===== config.mk =====
export PLATFORM = sky130hd
export DESIGN_NAME = pi_control_div_seq
export DESIGN_NICKNAME = d
export VERILOG_FILES = /design/src/rtl/pi_control_div_seq.sv
export SDC_FILE = /design/constraint.sdc
export NUM_CORES = 1
export LEC_CHECK = 0
export BUFFER_PORTS_ARGS = -buffer_cell sky130_fd_sc_hd__buf_2
export CAP_MARGIN = 40
export CORE_ASPECT_RATIO = 0.8
export CORE_MARGIN = 2
export CORE_UTILIZATION = 59
export DETAILED_ROUTE_END_ITERATION = 8
export PLACE_DENSITY = 0.81
export SETUP_SLACK_MARGIN = 0.5
export SYNTH_ARGS = -nofsm -noshare
export SYNTH_HDL_FRONTEND = slang
export SYNTH_SLANG_ARGS = --single-unit
export TNS_END_PERCENT = 1

===== constraint.sdc =====
create_clock -name ap_clk -period 4.1 [get_ports ap_clk]
set_clock_uncertainty 0.15 [all_clocks]
set_input_delay 0.615 -clock ap_clk [delete_from_list [all_inputs] [get_ports ap_clk]]
set_output_delay 0.615 -clock ap_clk [all_outputs]
set_load 0.05 [all_outputs]

===== src/rtl/pi_control_div_seq.sv =====
// Sequential signed restoring divider: signed dividend / signed divisor, one quotient
// bit per clock, saturated quotient and dividend-signed remainder, ap_* handshake.
module pi_control_div_seq #(
  parameter int DIVIDEND_WIDTH = 32,
  parameter int DIVISOR_WIDTH  = 17,
  parameter int QUOTIENT_WIDTH = 16
) (
  input  logic                             ap_clk,
  input  logic                             ap_rst,
  input  logic                             ap_start,
  output logic                             ap_ready,
  output logic                             ap_idle,
  output logic                             ap_done,
  input  logic signed [DIVIDEND_WIDTH-1:0] din0,
  input  logic signed [DIVISOR_WIDTH-1:0]  din1,
  output logic signed [QUOTIENT_WIDTH-1:0] quot,
  output logic signed [DIVISOR_WIDTH-1:0]  rem,
  output logic                             ovf,
  output logic                             div_by_zero
);

  localparam int DW = DIVIDEND_WIDTH;
  localparam int VW = DIVISOR_WIDTH;
  localparam int QW = QUOTIENT_WIDTH;
  localparam int RW = DIVISOR_WIDTH + 1;
  localparam int CW = $clog2(DIVIDEND_WIDTH);

  localparam logic [DW-1:0] L_NEG_LIMIT = {{(DW-1){1'b0}}, 1'b1} << (QW-1);
  localparam logic [DW-1:0] L_POS_LIMIT = L_NEG_LIMIT - 1'b1;
  localparam logic [QW-1:0] L_QMAX      = {1'b0, {(QW-1){1'b1}}};
  localparam logic [QW-1:0] L_QMIN      = {1'b1, {(QW-1){1'b0}}};

  typedef enum logic [1:0] {
    S_IDLE,
    S_CALC,
    S_FIX,
    S_DONE
  } state_t;

  state_t          r_state;
  state_t          w_nextState;
  logic [DW-1:0]   r_dvdMag;
  logic [VW-1:0]   r_dvsMag;
  logic [RW-1:0]   r_pr;
  logic [CW-1:0]   r_cnt;
  logic            r_dvdNeg;
  logic            r_quoNeg;
  logic            r_dvsZero;

  logic            w_accept;
  logic [RW-1:0]   w_shift;
  logic [RW-1:0]   w_sub;
  logic            w_ge;
  logic [RW-1:0]   w_prNext;
  logic [QW-1:0]   w_qLow;
  logic [QW-1:0]   w_qSigned;
  logic [VW-1:0]   w_remMag;
  logic [VW-1:0]   w_remSigned;
  logic            w_sat;

  assign w_accept = ap_ready & ap_start;

  // The comparison sees every partial-remainder bit; the subtraction only needs the
  // low bits because a successful subtract always leaves less than the divisor.
  assign w_shift  = {r_pr[RW-2:0], r_dvdMag[DW-1]};
  assign w_ge     = ({r_pr, r_dvdMag[DW-1]} >= {2'b00, r_dvsMag});
  assign w_sub    = w_shift - {1'b0, r_dvsMag};
  assign w_prNext = w_ge ? w_sub : w_shift;

  assign w_qLow      = r_dvdMag[QW-1:0];
  assign w_qSigned   = r_quoNeg ? -w_qLow : w_qLow;
  assign w_remMag    = r_pr[VW-1:0];
  assign w_remSigned = r_dvdNeg ? -w_remMag : w_remMag;
  assign w_sat       = r_quoNeg ? (r_dvdMag > L_NEG_LIMIT) : (r_dvdMag > L_POS_LIMIT);

  always_ff @(posedge ap_clk or posedge ap_rst) begin
    if (ap_rst) begin
      r_state <= S_IDLE;
    end else begin
      r_state <= w_nextState;
    end
  end

  always_comb begin
    w_nextState = r_state;
    case (r_state)
      S_IDLE: if (ap_start) w_nextState = S_CALC;
      S_CALC: if (r_cnt == '0) w_nextState = S_FIX;
      S_FIX:  w_nextState = S_DONE;
      S_DONE: w_nextState = ap_start ? S_CALC : S_IDLE;
      default: w_nextState = S_IDLE;
    endcase
  end

  always_comb begin
    ap_ready = 1'b0;
    ap_idle  = 1'b0;
    ap_done  = 1'b0;
    case (r_state)
      S_IDLE: begin
        ap_ready = 1'b1;
        ap_idle  = 1'b1;
      end
      S_DONE: begin
        ap_ready = 1'b1;
        ap_done  = 1'b1;
      end
      default: ;
    endcase
  end

  // Quotient bits shift into the vacated LSBs of the dividend magnitude register.
  always_ff @(posedge ap_clk or posedge ap_rst) begin
    if (ap_rst) begin
      r_dvdMag    <= '0;
      r_dvsMag    <= '0;
      r_pr        <= '0;
      r_cnt       <= '0;
      r_dvdNeg    <= 1'b0;
      r_quoNeg    <= 1'b0;
      r_dvsZero   <= 1'b0;
      quot        <= '0;
      rem         <= '0;
      ovf         <= 1'b0;
      div_by_zero <= 1'b0;
    end else if (w_accept) begin
      r_dvdMag  <= din0[DW-1] ? -din0 : din0;
      r_dvsMag  <= din1[VW-1] ? -din1 : din1;
      r_pr      <= '0;
      r_cnt     <= CW'(DW - 1);
      r_dvdNeg  <= din0[DW-1];
      r_quoNeg  <= din0[DW-1] ^ din1[VW-1];
      r_dvsZero <= (din1 == '0);
    end else if (r_state == S_CALC) begin
      r_pr     <= w_prNext;
      r_dvdMag <= {r_dvdMag[DW-2:0], w_ge};
      r_cnt    <= r_cnt - 1'b1;
    end else if (r_state == S_FIX) begin
      if (r_dvsZero) begin
        quot        <= r_dvdNeg ? L_QMIN : L_QMAX;
        rem         <= '0;
        ovf         <= 1'b0;
        div_by_zero <= 1'b1;
      end else if (w_sat) begin
        quot        <= r_quoNeg ? L_QMIN : L_QMAX;
        rem         <= '0;
        ovf         <= 1'b1;
        div_by_zero <= 1'b0;
      end else begin
        quot        <= w_qSigned;
        rem         <= w_remSigned;
        ovf         <= 1'b0;
        div_by_zero <= 1'b0;
      end
    end
  end

endmodule


==> flow_metrics.env, run 1 <==
export IMPL_synthesis_area_um2=7380
export IMPL_hold_buffers=0
export IMPL_gr_total_overflow=0
export IMPL_arrival_ps=3310
export IMPL_antenna_found_initial=0
export IMPL_rsz0062_at_grt="false"
export IMPL_r2r_slack_ps=860
export IMPL_io_buffer_count=89
export IMPL_synthToLayoutAreaGrowth_pct=12.3
export IMPL_hold_viol_final=0
export IMPL_min_period_ps=3240
export IMPL_drcViolationCount=0
export IMPL_core_area_um2=12200
export IMPL_postRouteAntennaNets=0
export IMPL_cp_common_cell="a21oi_1"
export IMPL_post_cts_setup_buffers=0
export IMPL_yosysSeqAreaShare_pct=38.0
export IMPL_clkPwrFrac_pct=13.1
export IMPL_die_x_um=129
export IMPL_peakVddDrop_v=0.000867
export IMPL_p_per_area_nw_per_um2=842
export IMPL_globalRouteTotalUtil_pct=25.0
export IMPL_mostFrequentLayoutCell="dfrtp_1"
export IMPL_wl_per_cell_um=15.5
export IMPL_drt_iter0_drc=532
export IMPL_fmax_mhz=309
export IMPL_finalMaxSlewViolations=0
export IMPL_cts_root_buf="clkbuf_16"
export IMPL_ys_ff_latch=112
export IMPL_slowest_stage="and2_1"
export IMPL_cp_required_ps=4170
export IMPL_fin_cells=1071
export IMPL_synthCells=832
export IMPL_yosysTopAreaCell="dfrtp_1"
export IMPL_max_slew_margin_pct=43.0
export IMPL_cts_resized=0
export IMPL_cts_max_path_buffers=2
export IMPL_hp_class="input pin to asynchronous set/reset pin"
export IMPL_clkSlewWorstSetupHoldPaths_ps=70
export IMPL_place_congestion=0.944
export IMPL_p_sw_mw=3.37
export IMPL_h_tree_depth=3
export IMPL_antennaDiodeCount=0
export IMPL_synth_edf_count=0
export IMPL_p_comb_share_pct=57.5
export IMPL_post_route_util_pct=67.9
export IMPL_ys_warnings_count=0
export IMPL_synth_area_per_cell_um2=8.87
export IMPL_cp_num_buf_inv=1
export IMPL_cp_depth=9
export IMPL_start_util_pct=60.5
export IMPL_finalWorstSetupSlack_ps=861
export IMPL_die_area_um2=13400
export IMPL_rr_startpoint="r_pr[13]$_DFFE_PP0P_"
export IMPL_crit_chain="ha_1, a21o_1, a21oi_1, o21ai_0, a221oi_1, and2_1, buf_4, mux2i_1, a21oi_1"
export IMPL_startpoint_type="flip-flop"
export IMPL_status="finished, final reports clean"
export IMPL_final_nets=975
export IMPL_synth_compound_area_share_pct=21.2
export IMPL_grt_pass1_vias=5643
export IMPL_synth_async_reset_ratio_pct=100
export IMPL_synthMuxAreaShare_pct=4.63
export IMPL_crit_type="flip-flop to flip-flop"
export IMPL_die_h_um=104
export IMPL_clk_latency_ps=350
export IMPL_wirelength_mm=16.6
export IMPL_viasPerCell=5.80
export IMPL_ios=90
export IMPL_first_pass_iters=4
export IMPL_swShare_pct=48.3
export IMPL_intPower_mw=3.61
export IMPL_layout_common_cells="112 x dfrtp_1, 89 x buf_2, 84 x nand2_1"
export IMPL_p_leak_nw=3.72
export IMPL_place_ws_ps=898
export IMPL_numCtsBuffers=9
export IMPL_vias=6208
export IMPL_min_period_over_period_pct=79.0
export IMPL_drive_above_1_share_pct=15.1
export IMPL_rows=36
export IMPL_synthXorXnorAreaFrac_pct=10.8
export IMPL_synth_main_ff_cell="dfrtp_1"
export IMPL_totalPowerFinal_mw=6.98
export IMPL_rr_endpoint="r_pr[5]$_DFFE_PP0P_"
export IMPL_cts_tree="built"
export IMPL_path_max_fanout=15
export IMPL_slowest_delay_ps=560
export IMPL_dp_cells=1055
export IMPL_grt_max_degree=113
export IMPL_worst_slew_pin_slew_ps=854
export IMPL_r2r_worst_path_cells=9
export IMPL_ys_top_cells_by_area="dfrtp_1 38%, xor2_1 6.4%, o21ai_0 5.6%, ha_1 4.6%, mux2i_1 4.5%"
export IMPL_synth_top_family_by_area="compound AO/OA/AOI/OAI gates"
export IMPL_syn_num_nets=912
export IMPL_seq_power_share_pct=29.4
export IMPL_fill_cells=1037
export IMPL_cp_end_kind="flip-flop"
export IMPL_cp_top_family="compound AO/OA/AOI/OAI gates"
export IMPL_setup_viol=0
export IMPL_tns_ps=0
export IMPL_synthAdderAreaFrac_pct=4.85
export IMPL_grt_pass1_wl_mm=27.4
export IMPL_hpwl_mm=12.0
export IMPL_synth_top_area_share_pct=38.0
export IMPL_maxCapViolations=0
export IMPL_cts_sinks=112
export IMPL_synth_cell_types=62
export IMPL_yosys_area_share_simple_pct=14.7
export IMPL_crit_path_start="r_pr[13]$_DFFE_PP0P_"
## logic make-up (layout without fill, tap and decap cells)
kind of cell               count (synthesis)  in the layout
AOI/OAI and AO/OA                        243            243
and+or+nand+nor                          210            210
adders and majority gates                 28             28
muxes                                     34             34
buffers and inverters                    114            182
xor gates and xnor gates                  91             91
DFF                                      112            112
## Yosys cell counts (all sizes together), types with 5 or more instances
master and instances:
dfrtp 112, o21ai 85, nand2 84, inv 66, xor2 54, a21oi 41
clkbuf 40, xnor2 37, mux2i 33, nor2 29, ha 27, o31ai 22
o22ai 18, o221ai 14, nor2b 13, or4 13, nand3 12, o41ai 11
a211oi 10, nor4 10, a31oi 8, buf 8, or3 8, a21o 7
nand2b 7, nor3 7, a41oi 6, and3 6, nor3b 5
## how the worst max path moves through the flow
stage	endpoint
after detailed placement	r_pr[7]$_DFFE_PP0P_
after floorplan	r_dvdMag[29]$_DFFE_PP0P_
after CTS	r_pr[5]$_DFFE_PP0P_
after global routing	r_pr[7]$_DFFE_PP0P_
final	r_pr[5]$_DFFE_PP0P_
after global placement	r_dvdMag[29]$_DFFE_PP0P_
## worst reg2reg max path: stages, from the launching register on
cell	delay (ps)
dfrtp_1	450
ha_1	370
a21o_1	230
a21oi_1	210
o21ai_0	120
a221oi_1	470
and2_1	560
buf_4	270
mux2i_1	210
a21oi_1	80
## metrics by stage
stage / hold WS [ps] / area (um2)
after floorplan: 293 / 7380
after global placement: 306 / 7960
after detailed placement: 322 / 7970
after CTS: 309 / 8280
after global routing: 336 / 8280
final: 284 / 8280
## per-layer routing
| layer | global-route usage [%] | part of all wire, % |
|---|---|---|
| met1 | 39.5 | 51 |
| met4 | 5.20 | 1.1 |
| met3 | 5.20 | 6.3 |
| met2 | 35.3 | 42 |
| met5 | 0 | 0 |
## power groups by stage
stage	registers (mW)	clock network, mW	logic (mW)
2_1_floorplan	2.14	0	2.94
3_3_place_gp	2.04	0	3.91
3_5_place_dp	2.05	0	3.95
4_1_cts	2.04	0.933	3.98
5_1_grt	2.12	0.975	4.45
6_report	2.05	0.915	4.01
## cell type report
type	count	area [um2]	share of cell area, %
well taps	171	214	2.58
clock inverters	6	72.6	0.876
flip-flops and latches	112	2800	33.8
inverters	66	251	3.04
clock buffers	10	239	2.88
repair buffers	100	548	6.62
multi-input cells	606	4160	50.2
## sequential cells by signal, summed over array words and instances (netlist names)
register / flops
r_dvsZero: 1
r_cnt: 5
r_state: 2
div_by_zero: 1
quot: 16
ovf: 1
r_dvsMag: 17
r_quoNeg: 1
r_dvdNeg: 1
r_pr: 18
r_dvdMag: 32
rem: 17
(Power assumes the default switching activity.)
==> run 2: changes to the inputs <==
--- a/config.mk
+++ b/config.mk
@@ -5,11 +5,12 @@
 export SDC_FILE = /design/constraint.sdc
 export NUM_CORES = 1
 export LEC_CHECK = 0
+export ABC_AREA = 1
 export BUFFER_PORTS_ARGS = -buffer_cell sky130_fd_sc_hd__buf_2
 export CAP_MARGIN = 40
 export CORE_ASPECT_RATIO = 0.8
 export CORE_MARGIN = 2
-export CORE_UTILIZATION = 59
+export CORE_UTILIZATION = 60
 export DETAILED_ROUTE_END_ITERATION = 8
 export PLACE_DENSITY = 0.81
 export SETUP_SLACK_MARGIN = 0.5
==> constraint.sdc (replaced) <==
create_clock -name ap_clk -period 3.35 [get_ports ap_clk]
set_clock_uncertainty 0.15 [all_clocks]
set_input_delay 0.5025 -clock ap_clk [delete_from_list [all_inputs] [get_ports ap_clk]]
set_output_delay 0.5025 -clock ap_clk [all_outputs]
set_load 0.05 [all_outputs]
==> run 2 against run 1 <==
  * Via count is 33% higher
  * Register-to-register slack improved by 50 ps
  * Sequential power is 13% higher
  * Largest cell class unchanged
  * Highest routed layer unchanged
==> flow_metrics.env, run 2 <==
export IMPL_status="finished, final reports clean"
export IMPL_largest_reg_flops=32
export IMPL_start_util_pct=62.0
export IMPL_rows=38
export IMPL_crit_type="flip-flop to flip-flop"
export IMPL_first_pass_iters=5
export IMPL_whs_ps=105
export IMPL_cts_root_buf="clkbuf_16"
export IMPL_slowest_stage="dfrtp_1"
export IMPL_io_buffer_count=89
export IMPL_die_h_um=110
export IMPL_min_period_ps=2440
export IMPL_synth_area_per_cell_um2=6.66
export IMPL_grt_pass1_vias=7237
export IMPL_p_per_area_nw_per_um2=981
export IMPL_synthToLayoutAreaGrowth_pct=10.3
export IMPL_setup_viol=0
export IMPL_crit_path_start="r_state[0]$_DFFE_PP0P_"
export IMPL_maxCapViolations=0
export IMPL_hpwl_mm=15.9
export IMPL_layout_common_cells="384 x nand2_1, 200 x inv_1, 136 x nand3_1"
export IMPL_hold_viol_final=0
export IMPL_cp_num_buf_inv=5
export IMPL_ios=90
export IMPL_regMostFlops="r_dvdMag"
export IMPL_top_regs="r_dvdMag (32), r_pr (18)"
export IMPL_hp_class="input pin to asynchronous set/reset pin"
export IMPL_viasPerCell=5.39
export IMPL_rr_startpoint="r_state[0]$_DFFE_PP0P_"
export IMPL_numCtsBuffers=9
export IMPL_yosysSeqAreaShare_pct=33.2
export IMPL_die_area_um2=15100
export IMPL_grt_max_degree=113
export IMPL_cp_end_kind="flip-flop"
export IMPL_wirelength_mm=20.9
export IMPL_mostFrequentLayoutCell="nand2_1"
export IMPL_synth_top_area_share_pct=33.2
export IMPL_p_leak_nw=5.03
export IMPL_rsz0062_at_grt="false"
export IMPL_slowest_delay_ps=410
export IMPL_path_max_fanout=32
export IMPL_drt_iter0_drc=601
export IMPL_vias=8233
export IMPL_syn_num_nets=1350
export IMPL_synthCells=1270
export IMPL_postRouteAntennaNets=0
export IMPL_crit_chain="inv_1, ha_2, inv_1, buf_4, nor2_1, inv_1, nor2_4, inv_1, o21ai_0"
export IMPL_arrival_ps=2570
export IMPL_synth_cell_types=42
export IMPL_cp_common_cell="inv_1"
export IMPL_fmax_mhz=410
export IMPL_cts_tree="built"
export IMPL_synth_main_ff_cell="dfrtp_1"
export IMPL_wl_per_cell_um=13.7
export IMPL_synth_async_reset_ratio_pct=100
export IMPL_max_slew_margin_pct=48.8
export IMPL_tns_ps=0
export IMPL_ys_warnings_count=0
export IMPL_cts_max_path_buffers=2
export IMPL_clk_latency_ps=360
export IMPL_min_period_over_period_pct=72.7
export IMPL_synthesis_area_um2=8450
export IMPL_antennaDiodeCount=0
export IMPL_core_area_um2=13600
export IMPL_clkSlewWorstSetupHoldPaths_ps=80
export IMPL_ys_ff_latch=112
export IMPL_place_congestion=0.946
export IMPL_drcViolationCount=0
export IMPL_rr_endpoint="rem[15]$_DFFE_PP0P_"
export IMPL_r2r_slack_ps=910
export IMPL_finalMaxSlewViolations=0
export IMPL_final_nets=1422
export IMPL_startpoint_type="flip-flop"
export IMPL_hold_buffers=0
export IMPL_peakVddDrop_v=0.000969
export IMPL_h_tree_depth=3
export IMPL_cts_sinks=112
export IMPL_globalRouteTotalUtil_pct=29.1
export IMPL_drive_above_1_share_pct=12.7
export IMPL_cp_top_family="buffers and inverters"
export IMPL_antenna_found_initial=0
export IMPL_yosysTopAreaCell="dfrtp_1"
export IMPL_synth_most_common_cell="nand2_1"
export IMPL_grt_pass1_wl_mm=34.9
export IMPL_synth_edf_count=0
export IMPL_die_x_um=137
export IMPL_ys_top_cells_by_area="dfrtp_1 33%, nand2_1 17%, inv_1 8.9%, nand3_1 8.1%, nor2_1 4.1%"
export IMPL_cp_required_ps=3480
export IMPL_gr_total_overflow=0
export IMPL_r2r_worst_path_cells=9
export IMPL_worst_slew_pin_slew_ps=767
export IMPL_ys_top_cells_by_count="384 x nand2_1, 201 x inv_1, 136 x nand3_1, 112 x dfrtp_1, 92 x nor2_1"
## run 2: cell count changes after synthesis, moves of 31 or more
cell     change
inv_1      +135
mux2i_1     -33
nand2_1    +300
nand3_1    +124
nor2_1      +63
xnor2_1     -31
## run 2: area by class of cell
class                   instances  area, um2
clock buffers                  10        239
well taps                     180        225
inverters                     207        781
flip-flops and latches        112       2800
fillers                      1233       4320
repair buffers                 97        518
clock inverters                 6       70.1
multi-input cells             915       4690
## run 2: cell families (layout without fill, tap and decap cells)
logic type | count (synthesis) | after routing | synth area share (%)
buf+inv | 244 | 320 | 11.5
flops | 112 | 112 | 33.2
fa+ha+maj | 28 | 28 | 4.23
simple gates | 708 | 709 | 37.7
compound gates | 142 | 142 | 9.72
xor+xnor | 36 | 36 | 3.73
## run 2: through the flow
| step | util, % | std cells | cell area, um2 | setup WS (ps) | power (mW) |
|---|---|---|---|---|---|
| after floorplan | - | 1270 | 8460 | 1100 | 6.75 |
| after global placement | 66.0 | 1510 | 9010 | 813 | 7.88 |
| after detailed placement | 66.0 | 1510 | 9010 | 673 | 7.98 |
| after CTS | 68.3 | 1526 | 9320 | 660 | 9.11 |
| after global routing | 68.4 | 1527 | 9330 | 601 | 10.0 |
| final | 68.4 | 1527 | 9330 | 913 | 9.15 |
## run 2: worst reg2reg max path: stages, from the launching register on
cell and delay (ps):
dfrtp_1 410, inv_1 140, ha_2 310, inv_1 60, buf_4 230, nor2_1 250
inv_1 150, nor2_4 250, inv_1 200, o21ai_0 210
## run 2: how the worst max path moves through the flow
stage                                     endpoint  slack [ps]  cells past startpoint
after floorplan           r_dvdMag[13]$_DFFE_PP0P_        1100                     10
after global placement         rem[15]$_DFFE_PP0P_         810                      9
after detailed placement       rem[15]$_DFFE_PP0P_         670                      9
after CTS                      rem[15]$_DFFE_PP0P_         660                      9
after global routing            rem[3]$_DFFE_PP0P_         600                      9
final                          rem[15]$_DFFE_PP0P_         910                      9
## run 2: report_power, final
group	switching (mW)	leakage (nW)	total (mW)	internal, mW
logic	3.87	3.47	5.73	1.86
registers	0.445	1.41	2.32	1.87
clock network	0.547	0.151	1.10	0.551
## run 2: timing repair
item,4_1_cts,5_1_grt
endpoints found under the setup margin,0,10
setup buffers,0,0
gates resized for setup,0,1
## run 2: metal layers
layer | track usage, % | wire, um | vias up
met1 | 45.3 | 10300 | 3703
li1 | - | - | 4196
met2 | 41.9 | 8560 | 307
met4 | 6.47 | 247 | 0
met3 | 4.94 | 1730 | 27
met5 | 0 | 0 | -
